<file path="src/rtl/prog_loader_pkg.sv">
// Shared definitions for the program loader.
// Holds the loader state encoding, default widths and the byte field masks
// used to reject malformed length-high and instruction-high bytes.
package prog_loader_pkg;

  localparam int AW_DEF = 10;
  localparam int IW_DEF = 9;

  // Bits that must be zero in the LEN_HI byte (only bits [1:0] carry length).
  localparam logic [7:0] LEN_HI_MASK = 8'hFC;
  // Bits that must be zero in an instruction HI byte (only bit 0 is used).
  localparam logic [7:0] INS_HI_MASK = 8'hFE;

  typedef enum logic [2:0] {
    S_LEN_LO = 3'd0,
    S_LEN_HI = 3'd1,
    S_INS_LO = 3'd2,
    S_INS_HI = 3'd3,
    S_WRITE  = 3'd4,
    S_CHK    = 3'd5,
    S_DONE   = 3'd6,
    S_ERR    = 3'd7
  } state_t;

endpackage

</file>
<file path="src/rtl/prog_loader.sv">
// Program loader: receives a byte stream (LEN_LO, LEN_HI, N x {LO, HI}, CHK),
// writes N instruction words into instruction memory at addresses 0..N-1,
// checks an XOR checksum over all non-CHK bytes, and releases the processor
// (cpu_start low) only after a good load.
//
// Ports:
//   CLK          - clock, all state updates on posedge
//   reset        - asynchronous active-high reset
//   rx_data      - incoming program byte
//   rx_valid     - rx_data is valid
//   rx_ready     - loader accepts a byte this cycle
//   imem_wr_en   - instruction-memory write strobe (one cycle per word)
//   imem_addr    - instruction-memory address (the word index register)
//   imem_wr_data - assembled instruction word {HI[0], LO}
//   cpu_start    - processor init/hold, high until a good load completes
//   load_done    - program loaded and checksum good
//   load_err     - format or checksum error, sticky until reset
//   dbg_state    - current FSM state, for observation only
//
// Handshake: a byte is transferred on a posedge where rx_valid && rx_ready.
// rx_valid may be dropped at any time; the loader then holds its state.
// rx_ready is registered and depends only on the state, never on rx_valid.
module prog_loader
  import prog_loader_pkg::*;
#(
  parameter int AW = AW_DEF,
  parameter int IW = IW_DEF
) (
  input  logic          CLK,
  input  logic          reset,
  input  logic [7:0]    rx_data,
  input  logic          rx_valid,
  output logic          rx_ready,
  output logic          imem_wr_en,
  output logic [AW-1:0] imem_addr,
  output logic [IW-1:0] imem_wr_data,
  output logic          cpu_start,
  output logic          load_done,
  output logic          load_err,
  output state_t        dbg_state
);

  state_t        state_q;
  state_t        state_d;
  logic [9:0]    len_q;
  logic [AW-1:0] idx_q;
  logic [7:0]    xor_q;
  logic [IW-1:0] word_q;
  logic          accept;
  logic          last_word;

  assign accept       = rx_valid && rx_ready;
  // The index stops at N-1, so the last write is detected by equality.
  assign last_word    = (idx_q == AW'(len_q - 10'd1));
  assign imem_addr    = idx_q;
  assign imem_wr_data = word_q;
  assign dbg_state    = state_q;

  always_comb begin
    state_d = state_q;
    case (state_q)
      S_LEN_LO: if (accept) state_d = S_LEN_HI;
      S_LEN_HI: if (accept) begin
        if ((rx_data & LEN_HI_MASK) != 8'h00)        state_d = S_ERR;
        else if ({rx_data[1:0], len_q[7:0]} == 10'd0) state_d = S_CHK;
        else                                          state_d = S_INS_LO;
      end
      S_INS_LO: if (accept) state_d = S_INS_HI;
      S_INS_HI: if (accept) begin
        if ((rx_data & INS_HI_MASK) != 8'h00) state_d = S_ERR;
        else                                  state_d = S_WRITE;
      end
      // WRITE consumes no byte, so it advances unconditionally.
      S_WRITE:  state_d = last_word ? S_CHK : S_INS_LO;
      S_CHK:    if (accept) state_d = (rx_data == xor_q) ? S_DONE : S_ERR;
      S_DONE:   state_d = S_DONE;
      S_ERR:    state_d = S_ERR;
      default:  state_d = S_ERR;
    endcase
  end

  always_ff @(posedge CLK or posedge reset) begin
    if (reset) begin
      state_q    <= S_LEN_LO;
      len_q      <= '0;
      idx_q      <= '0;
      xor_q      <= '0;
      word_q     <= '0;
      rx_ready   <= 1'b1;
      imem_wr_en <= 1'b0;
      cpu_start  <= 1'b1;
      load_done  <= 1'b0;
      load_err   <= 1'b0;
    end else begin
      state_q <= state_d;

      // Outputs are decoded from the next state so they line up with state_q.
      rx_ready   <= (state_d inside {S_LEN_LO, S_LEN_HI, S_INS_LO, S_INS_HI, S_CHK});
      imem_wr_en <= (state_d == S_WRITE);
      cpu_start  <= (state_d != S_DONE);
      load_done  <= (state_d == S_DONE);
      load_err   <= (state_d == S_ERR);

      if (accept) begin
        case (state_q)
          S_LEN_LO: begin
            len_q[7:0] <= rx_data;
            xor_q      <= xor_q ^ rx_data;
          end
          S_LEN_HI: begin
            len_q[9:8] <= rx_data[1:0];
            xor_q      <= xor_q ^ rx_data;
          end
          S_INS_LO: begin
            word_q[7:0] <= rx_data;
            xor_q       <= xor_q ^ rx_data;
          end
          S_INS_HI: begin
            word_q[8] <= rx_data[0];
            xor_q     <= xor_q ^ rx_data;
          end
          default: ;
        endcase
      end

      // Advance only when more words follow, so the index never passes N-1.
      if (state_q == S_WRITE && !last_word) idx_q <= idx_q + AW'(1);
    end
  end

endmodule
</file>
<file path="config.mk">
export PLATFORM = sky130hd
export DESIGN_NAME = prog_loader
export DESIGN_NICKNAME = d
export VERILOG_FILES = /design/src/rtl/prog_loader_pkg.sv /design/src/rtl/prog_loader.sv
export SDC_FILE = /design/constraint.sdc
export NUM_CORES = 1
export LEC_CHECK = 0
export ABC_CLOCK_PERIOD_IN_PS = 6300
export CORE_UTILIZATION = 55
export CTS_BUF_LIST = sky130_fd_sc_hd__clkbuf_2
export DETAILED_ROUTE_END_ITERATION = 10
export GPL_ROUTABILITY_DRIVEN = 0
export HOLD_SLACK_MARGIN = 0.03
export PLACE_DENSITY = 0.85
export SLEW_MARGIN = 25
export SYNTH_ARGS = -nofsm -noshare
export SYNTH_HDL_FRONTEND = slang
export SYNTH_SLANG_ARGS = --single-unit
export TNS_END_PERCENT = 50
</file>
<file path="constraint.sdc">
create_clock -name CLK -period 6.3 [get_ports CLK]
set_clock_uncertainty 0.05 [all_clocks]
set_input_delay 1.26 -clock CLK [delete_from_list [all_inputs] [get_ports CLK]]
set_output_delay 1.26 -clock CLK [all_outputs]
set_load 0.02 [all_outputs]
</file>
==> Yosys cells after proc, flatten, opt, wreduce, memory -nomap -nowiden <==
Index checks and enable logic that the tools add are counted.
{ "word_totals": {"input_bits": 11, "register_bits": 45, "out_inout_bits": 27, "mem_bits_ro": 0, "n_memories": 0, "elab_cells": 58, "latch_bits": 0, "ram_bits": 0} }
{ "op_classes": {"n_reduce_logical": 15, "n_lt_le_gt_ge": 0, "n_shift": 0, "n_mux": 11, "n_eq_ne": 17, "addsub": 2, "bitwise": 1, "n_mul": 0, "n_div": 0} }
{ "ops": {"columns": ["op", "count"], "rows": [
  ["3-bit equality test (second input constant)", 8],
  ["3-bit two-way mux", 8],
  ["3-bit one-hot mux with 8 select lines", 1],
  ["8-bit nonzero test", 2],
  ["3-bit by 2-bit equality test with 1-bit output (second input constant)", 4],
  ["10-bit by 1-bit adder with 10-bit output (second input constant)", 1],
  ["10-bit equality test", 1],
  ["10-bit logical NOT", 1],
  ["2-bit AND reduction", 5],
  ["10-bit by 1-bit subtractor with 10-bit output (second input constant)", 1],
  ["8-bit equality test", 1],
  ["8-bit bitwise XOR", 1],
  ["3-bit by 1-bit equality test with 1-bit output (second input constant)", 2],
  ["3-bit logical NOT", 2],
  ["5-bit nonzero test", 1],
  ["4-bit OR reduction", 1],
  ["3-bit != test (second input constant)", 1],
  ["1-bit logical AND", 2],
  ["2-bit two-way mux", 1],
  ["1-bit logical NOT", 1],
  ["1-bit two-way mux", 1]
]} }

==> Depth between registers and ports, before layout <==
Gate-level depths: netlist (run 1).
{ "depth": {"depth_word": 7, "depth_mapped": 11} }

==> Least setup slack after synthesis (run 1) <==
No wires, ideal clock.
{ "synth_timing": {"path_type": "input to register", "start": "input port rx_data[0]", "end": "register load_done", "path_slack_ns": 3.702, "t_arrival_ns": 2.429, "stages": 6, "t_required_ns": 6.131, "path_cell_list": "clkbuf_1 > nor3_1 > nor2_1 > o31ai_1 > a21oi_1 > and2_1"} }
{ "synth_via": {"elab_chain_len": 6, "word_cells_on_any_way": 9, "cone_classes": "eq/ne (2); mux (6); reduce/logical (1)"} }
{ "synth_lines": {"columns": ["element", "line", "rtl"], "rows": [
  ["start, declared", "prog_loader.sv:31", "input logic [7:0] rx_data,"],
  ["10-bit logical NOT", "prog_loader.sv:65", "else if ({rx_data[1:0], len_q[7:0]} == 10'd0) state_d = S_CHK;"],
  ["3-bit two-way mux", "prog_loader.sv:65", null],
  ["3-bit two-way mux", "prog_loader.sv:64", "if ((rx_data & LEN_HI_MASK) != 8'h00) state_d = S_ERR;"],
  ["3-bit two-way mux", "prog_loader.sv:63", "S_LEN_HI: if (accept) begin"],
  ["3-bit one-hot mux with 8 select lines *", "prog_loader.sv:61", "case (state_q)"],
  ["3-bit equality test *", "prog_loader.sv:101", "load_done <= (state_d == S_DONE);"],
  ["end signal, assigned", "prog_loader.sv:101", null],
  ["end, declared", "prog_loader.sv:38", "output logic load_done,"]
]} }
Mark *: on every way between the ends. The rest lies on a longest branch, timed or not.
A chain may end at the register's enable or synchronous reset.

==> Worst setup path after layout (run 1) <==
{ "layout_timing": {"start": "register state_q[2], in the netlist dbg_state[2]", "end": "output port dbg_state[2]"} }
{ "layout_lines": {"columns": ["element", "line", "rtl"], "rows": [
  ["start, declared", "prog_loader.sv:43", "state_t state_q;"],
  ["start signal, assigned", "prog_loader.sv:95", "state_q <= state_d;"],
  ["end, declared", "prog_loader.sv:40", "output state_t dbg_state"]
]} }
No word-level cell between the ends.

==> qor.yml, run 1 <==
synthesis:
  syn-num-nets: 231
  avgSynthCellArea_um2: 10.7
  synthMuxAreaShare: 0.0964
  synth_ff_type: "dfrtp_1"
  synth_compound_area_frac: 0.0680
  synth_top_family_by_area: "simple AND/OR/NAND/NOR gates"
  yosys-top-cells-area: "dfrtp_1, mux2_2, xor2_1"
  synth.largest_area_cell: "dfrtp_1"
  synth_cells: 218
  synthDominantCellAreaShare: 0.460
  synthArstFlopShare: 1.00
  seq_area_frac_synth: 0.483
  synth-simple-area-share: 0.177
  ys_ff_latch: 45
  synth-edff-count: 0
  synthAdderAreaFrac: 0.0107
  syn_area_mm2: 0.00234
  synthXorXnorAreaFrac: 0.139
  ys_types: 42
  synth_warnings: 0
sta:
  tightest_slew_ns: 0.937
  finalSetupViolations: 0
  min_period_ns: 3.00
  finalMaxSlewViolations: 0
  period_share: 0.477
  hold_slack_ns: 0.459
  rsz0062_at_grt: "no"
  fmax_ghz: 0.333
  hold_viol_final: 0
  finalSetupTns_ns: 0
  maxSlewHeadroom: 0.370
cts:
  cts_buffers: 5
  cts_root_buffer: "clkbuf_2"
  ctsResizeCount: 0
  tritoncts: "done"
  cts.sinks: 45
  htreeDepth: 2
  cts_buffer_depth: 2
  post-cts-setup-buffers: 0
  ctsHoldBuffers: 0
  clkTransAtPathRegs_ns: 0.23
  insertion_delay_ns: 0.41
finish:
  area_growth_syn_to_layout_pct: 19.9
  fin_cells: 305
  nets: 267
  antenna_cells: 0
  drive_above_1_share: 0.161
  final_area_mm2: 0.00280
floorplan:
  die_w_um: 67.2
  initial_core_util: 0.580
  fp.dieH_um: 67.2
  dieArea_mm2: 0.00451
  fp.coreArea_mm2: 0.00403
  rows: 23
  num_io_pins: 38
grt:
  busiest_layer: "met2"
  grt_overflow: 0
  track_usage: 0.228
  met2_usage: 0.376
  antenna_found_initial: 0
  grt_use_met3: 0.0372
  use_met1: 0.297
  grt_max_degree: 46
  grt_pass1_vias: 1669
  grt_pass1_wl_mm: 7.61
power:
  power_density_mw_per_mm2: 282
  worst_ir_drop_vdd_mv: 0.191
  p_leak_uw: 0.00127
  finalPower_uw: 790
drt:
  routedWlPerCell_um: 14.8
  vias: 1697
  postRouteAntennaNets: 0
  firstDrtPassIters: 4
  viasPerCell: 5.56
  drc: 0
  drt-initial-drc-count: 85
  finalWirelength_mm: 4.51
placement:
  post-dp-hpwl_mm: 3.20
  io_buffers: 37
  placed_cells: 297
  place_area_mm2: 0.00274
setup_path:
  critPathSlowestCell: "clkdlybuf4s50_1"
  crit_fanout: 11
  crit_chain: "clkdlybuf4s50_1"
  cp_top_family: "buffers and inverters"
  critPathKind: "reg -> out"
  end_kind: "output port"
  cp.required_ns: 4.99
  cp_num_buf_inv: 1
  arrival_ns: 1.69
  slowest_delay_ns: 0.68
  crit_path_start_kind: "flop"
run_status:
  status: "finished, final reports clean"
run:
  maxCapViolations: 0
hold_path:
  holdCritPathClass: "reg -> reg"
routing by layer:
metal  routed length, um  up-vias
met2                2150       51
met3                 198        9
li1                    -      832
met5                   0        -
met4                  68        0
met1                2100      805
report_power, final:
| part | total [uW] | internal, uW | switching [uW] | leakage, uW |
|---|---|---|---|---|
| sequential | 402 | 349 | 52.5 | 0.000591 |
| clock | 159 | 65.6 | 93.9 | 0.0000366 |
| combinational | 228 | 119 | 109 | 0.000646 |
| total | 790 | 534 | 256 | 0.00127 |
registers in the layout, summed over array words and instances, names as in the netlist:
signal / cells
cpu_start: 1
imem_wr_data: 9
len_q: 10
imem_addr: 10
load_err: 1
dbg_state: 3
xor_q: 8
imem_wr_en: 1
load_done: 1
rx_ready: 1
synth_stat cells, types with 5 or more instances:
| master | number |
|---|---|
| dfrtp_1 | 43 |
| mux2_2 | 20 |
| nand2_1 | 20 |
| xor2_1 | 19 |
| nor2_1 | 18 |
| xnor2_1 | 18 |
| nand3_1 | 9 |
| clkbuf_1 | 7 |
| nor3_1 | 6 |
| a21oi_1 | 5 |
| inv_1 | 5 |
layout by cell type (no fill, tap or decap), types with 2 or more instances in the layout:
cell | synthesis | routed
nand4_1 | 3 | 3
nand3_1 | 9 | 9
o21ai_0 | 4 | 4
and3_1 | 4 | 4
clkdlybuf4s50_1 | 0 | 37
ha_1 | 2 | 2
nand2_1 | 20 | 20
a31oi_1 | 3 | 3
mux2_2 | 20 | 20
xor2_1 | 19 | 19
o31ai_1 | 2 | 2
clkinv_1 | 0 | 2
xnor2_1 | 18 | 18
inv_1 | 5 | 4
clkbuf_2 | 0 | 5
dfstp_2 | 2 | 2
nor2_1 | 18 | 18
nor3_1 | 6 | 6
nor4b_1 | 3 | 3
a21oi_1 | 5 | 5
dfrtp_1 | 43 | 43
nor3_2 | 3 | 3
final timing paths:
kind,startpoint,endpoint,slack [ns],depth (start not counted)
max,dbg_state[2],dbg_state[2],3.30,1
min in group asynchronous,reset,len_q[7],1.22,3
max in group asynchronous,reset,imem_wr_data[7],4.61,3
min reg2reg,xor_q[2],xor_q[2],0.46,1
min,xor_q[2],xor_q[2],0.46,1
max reg2reg,len_q[0],imem_addr[1],3.70,9
logic make-up after synthesis:
group	after synthesis
buffers and inverters	14
AND/OR/NAND/NOR	77
adder cells (fa/ha/maj)	2
AO/OA/AOI/OAI	23
flip-flops	45
multiplexers	20
XOR/XNOR	37
stage by stage:
stage	setup slack (ns)	util
final	3.30	0.695
after global routing	3.12	0.695
after CTS	3.28	0.695
after detailed placement	2.88	0.679
after global placement	2.98	0.679
after floorplan	3.70	-
cell type report:
| cell class | instances | area (um^2) |
|---|---|---|
| sequential | 45 | 1130 |
| inverter | 5 | 18.8 |
| tap | 50 | 62.6 |
| clock inverter | 3 | 41.3 |
| multi-input combinational | 159 | 1150 |
| timing repair buffer | 38 | 378 |
| fill | 323 | 1230 |
| clock buffer | 5 | 25.0 |
No activity file was read; power rests on OpenSTA's default activity.
==> run 2: changes to the inputs <==
ABC_CLOCK_PERIOD_IN_PS = 2650   (was 6300)
CORE_UTILIZATION = 50   (was 55)
PLACE_DENSITY = 0.81   (was 0.85)
clock period = 2.65 ns   (was 6.3 ns; I/O delays follow)
==> run 2 against run 1 <==
Effect of this change:
- critical path depth rose by 6
- combinational power is 140% higher
- cell count rose by 5.2%
- design area rose by 5.0%
- routed wire length grew 5.3%
- clock-buffer cell count unchanged
- first-iteration DRC count grew 40%
- worst hold slack worse by 0.011 ns
- sequential power increased by 140%
- setup slack got worse by 3.1 ns
- non-clock buffer count rose by 14
- largest power group unchanged
- highest routed layer unchanged
==> qor.yml, run 2 (synthesis results as in run 1) <==
finish:
  nets: 281  # +5.2%
  final_common_cell: "dfrtp_1"
  final_area_mm2: 0.00294  # +5.0%
  area_growth_syn_to_layout_pct: 25.9
  layout_common_cells: "dfrtp_1, clkdlybuf4s50_1, nand2_1, mux2_2, xor2_1"
  antenna_cells: 0  # unchanged
  drive_above_1_share: 0.216  # +0.0548
  utilization: 0.667  # -0.0287
placement:
  post-dp-hpwl_mm: 3.43  # +6.9%
  io_buffers: 37  # unchanged
  place_area_mm2: 0.00282  # +3.1%
cts:
  insertion_delay_ns: 0.42  # about the same
  tritoncts: "done"
  ctsHoldBuffers: 0  # unchanged
  htreeDepth: 2  # unchanged
  cts.sinks: 45  # unchanged
  cts_root_buffer: "clkbuf_2"
  cts_buffers: 5  # unchanged
  clkTransAtPathRegs_ns: 0.23  # about the same
  cts_buffer_depth: 2  # unchanged
grt:
  antenna_found_initial: 0  # unchanged
  use_met1: 0.254  # -0.0427
  track_usage: 0.209  # -0.0189
  grt_use_met3: 0.0476  # +0.0105
  grt_pass1_vias: 1757  # +5.3%
  grt_overflow: 0  # unchanged
  busiest_layer: "met2"
  met2_usage: 0.361  # -0.0154
  grt_pass1_wl_mm: 8.08  # +6.2%
  grt_max_degree: 46  # unchanged
floorplan:
  fp.dieH_um: 70.4  # +4.7%
  die_w_um: 70.4  # +4.7%
  rows: 24  # +4.3%
  dieArea_mm2: 0.00495  # +9.7%
  num_io_pins: 38  # unchanged
  initial_core_util: 0.529  # -0.0506
  fp.coreArea_mm2: 0.00441  # +9.6%
power:
  p_leak_uw: 0.00136  # +7.1%
  p_seq_frac: 0.482  # -0.027
  p_int_uw: 1370  # +160%
  combinationalPowerShare: 0.276  # -0.013
  worst_ir_drop_vdd_mv: 0.540  # +180%
  power_density_mw_per_mm2: 676  # +140%
  switching_share: 0.309  # -0.0151
  switchingPower_uw: 614  # +140%
  p_clk_frac: 0.242  # +0.040
setup_path:
  cp.depth: 7  # +6
  crit_fanout: 8  # -3
  endpoint: "imem_addr[1]"
  rr_worst_depth: 7  # -2
  critPathKind: "reg -> reg"
  worst-r2r-setup-slack_ns: 0.16  # -3.54 ns
  reg2reg_from: "len_q[2]"
  crit_chain: "nor3_2, a21oi_1, a211o_1, and3_1, o221a_2, nor2_1, mux2_2"
  cp_num_buf_inv: 0  # -1
  cp.required_ns: 2.94  # -2.05 ns
  crit_path_start_kind: "flop"
  cp_top_family: "compound AO/OA/AOI/OAI gates"
  critPathSlowestCell: "dfrtp_1"
  startpoint: "len_q[2]"
  arrival_ns: 2.78  # +1.09 ns
  end_kind: "flop"
  r2r-end: "imem_addr[1]"
  slowest_delay_ns: 0.50  # -0.18 ns
run_status:
  status: "finished, final reports clean"
drt:
  postRouteAntennaNets: 0  # unchanged
  drc: 0  # unchanged
  firstDrtPassIters: 4  # unchanged
  drt-initial-drc-count: 119  # +40%
  viasPerCell: 5.61  # +0.78%
  vias: 1800  # +6.1%
  routedWlPerCell_um: 14.8  # about the same
  finalWirelength_mm: 4.75  # +5.3%
sta:
  hold_viol_final: 0  # unchanged
  fmax_ghz: 0.401
  min_period_ns: 2.49
  tightest_slew_ns: 0.556  # -0.382 ns
  hold_slack_ns: 0.448  # -0.0110 ns
  finalMaxSlewViolations: 0  # unchanged
  finalSetupViolations: 0  # unchanged
  period_share: 0.941
  maxSlewHeadroom: 0.630  # +0.260
hold_path:
  holdCritPathClass: "in -> async"
run:
  maxCapViolations: 0  # unchanged
==> run 2: cell count changes in the layout (fill, tap and decap cells not counted) <==
cell        previous run  this run
buf_4                  1        15
bufinv_16              1         2
clkinv_1               2         1
clkinv_2               0         1
clkinvlp_4             1         0
nor3_1                 6         5
nor3_2                 3         4
o31ai_1                2         1
o31ai_2                0         1
==> run 2: what timing repair did <==
action | in CTS | in global routing
setup endpoints to repair | 0 | 5
gates resized for setup | 0 | 2
setup buffers | 0 | 3
==> run 2: final cells by class <==
| class | count | area (um^2) |
|---|---|---|
| clock inverters | 3 | 65.1 |
| fillers | 357 | 1470 |
| repair buffers | 52 | 483 |
| clock buffers | 5 | 25.0 |
| inverters | 5 | 18.8 |
| multi-input cells | 159 | 1160 |
| flip-flops and latches | 45 | 1130 |
| well taps | 52 | 65.1 |
==> run 2: worst min-delay path by stage <==
stage / endpoint / slack (ns) / cells after the start
final: xor_q[0] / 0.45 / 3
after global routing: xor_q[0] / 0.48 / 1
after CTS: imem_wr_data[1] / 0.46 / 3
after detailed placement: xor_q[2] / 0.44 / 1
after global placement: xor_q[6] / 0.43 / 1
after floorplan: xor_q[2] / 0.41 / 1
==> run 2: per-layer routing <==
metal	vias to the layer above	share of wire
li1	861	-
met2	49	0.50
met4	0	0.016
met3	8	0.044
met1	882	0.44
met5	-	0
==> run 2: tightest hold or removal path, cell delays in order <==
cell and delay, ns:
clkdlybuf4s50_1 0.40, clkinv_1 0.05, buf_4 0.45
==> run 2: power groups by stage <==
stage	Combinational, uW	Clock [uW]	Sequential [uW]
global route	595	515	978
global placement	538	0	967
detailed placement	548	0	972
finish	549	481	958
CTS	551	489	959
floorplan	256	0	1030
==> run 2: per-stage QoR <==
stage,setup TNS (ns),worst slack [ns],std cells,power (uW)
2_1_floorplan,0,0.393,218,1280
3_3_place_gp,0,0.0354,310,1510
3_5_place_dp,-0.0298,-0.0298,310,1520
4_1_cts,0,0.140,318,2000
5_1_grt,-0.0345,-0.0340,321,2090
6_report,0,0.157,321,1990
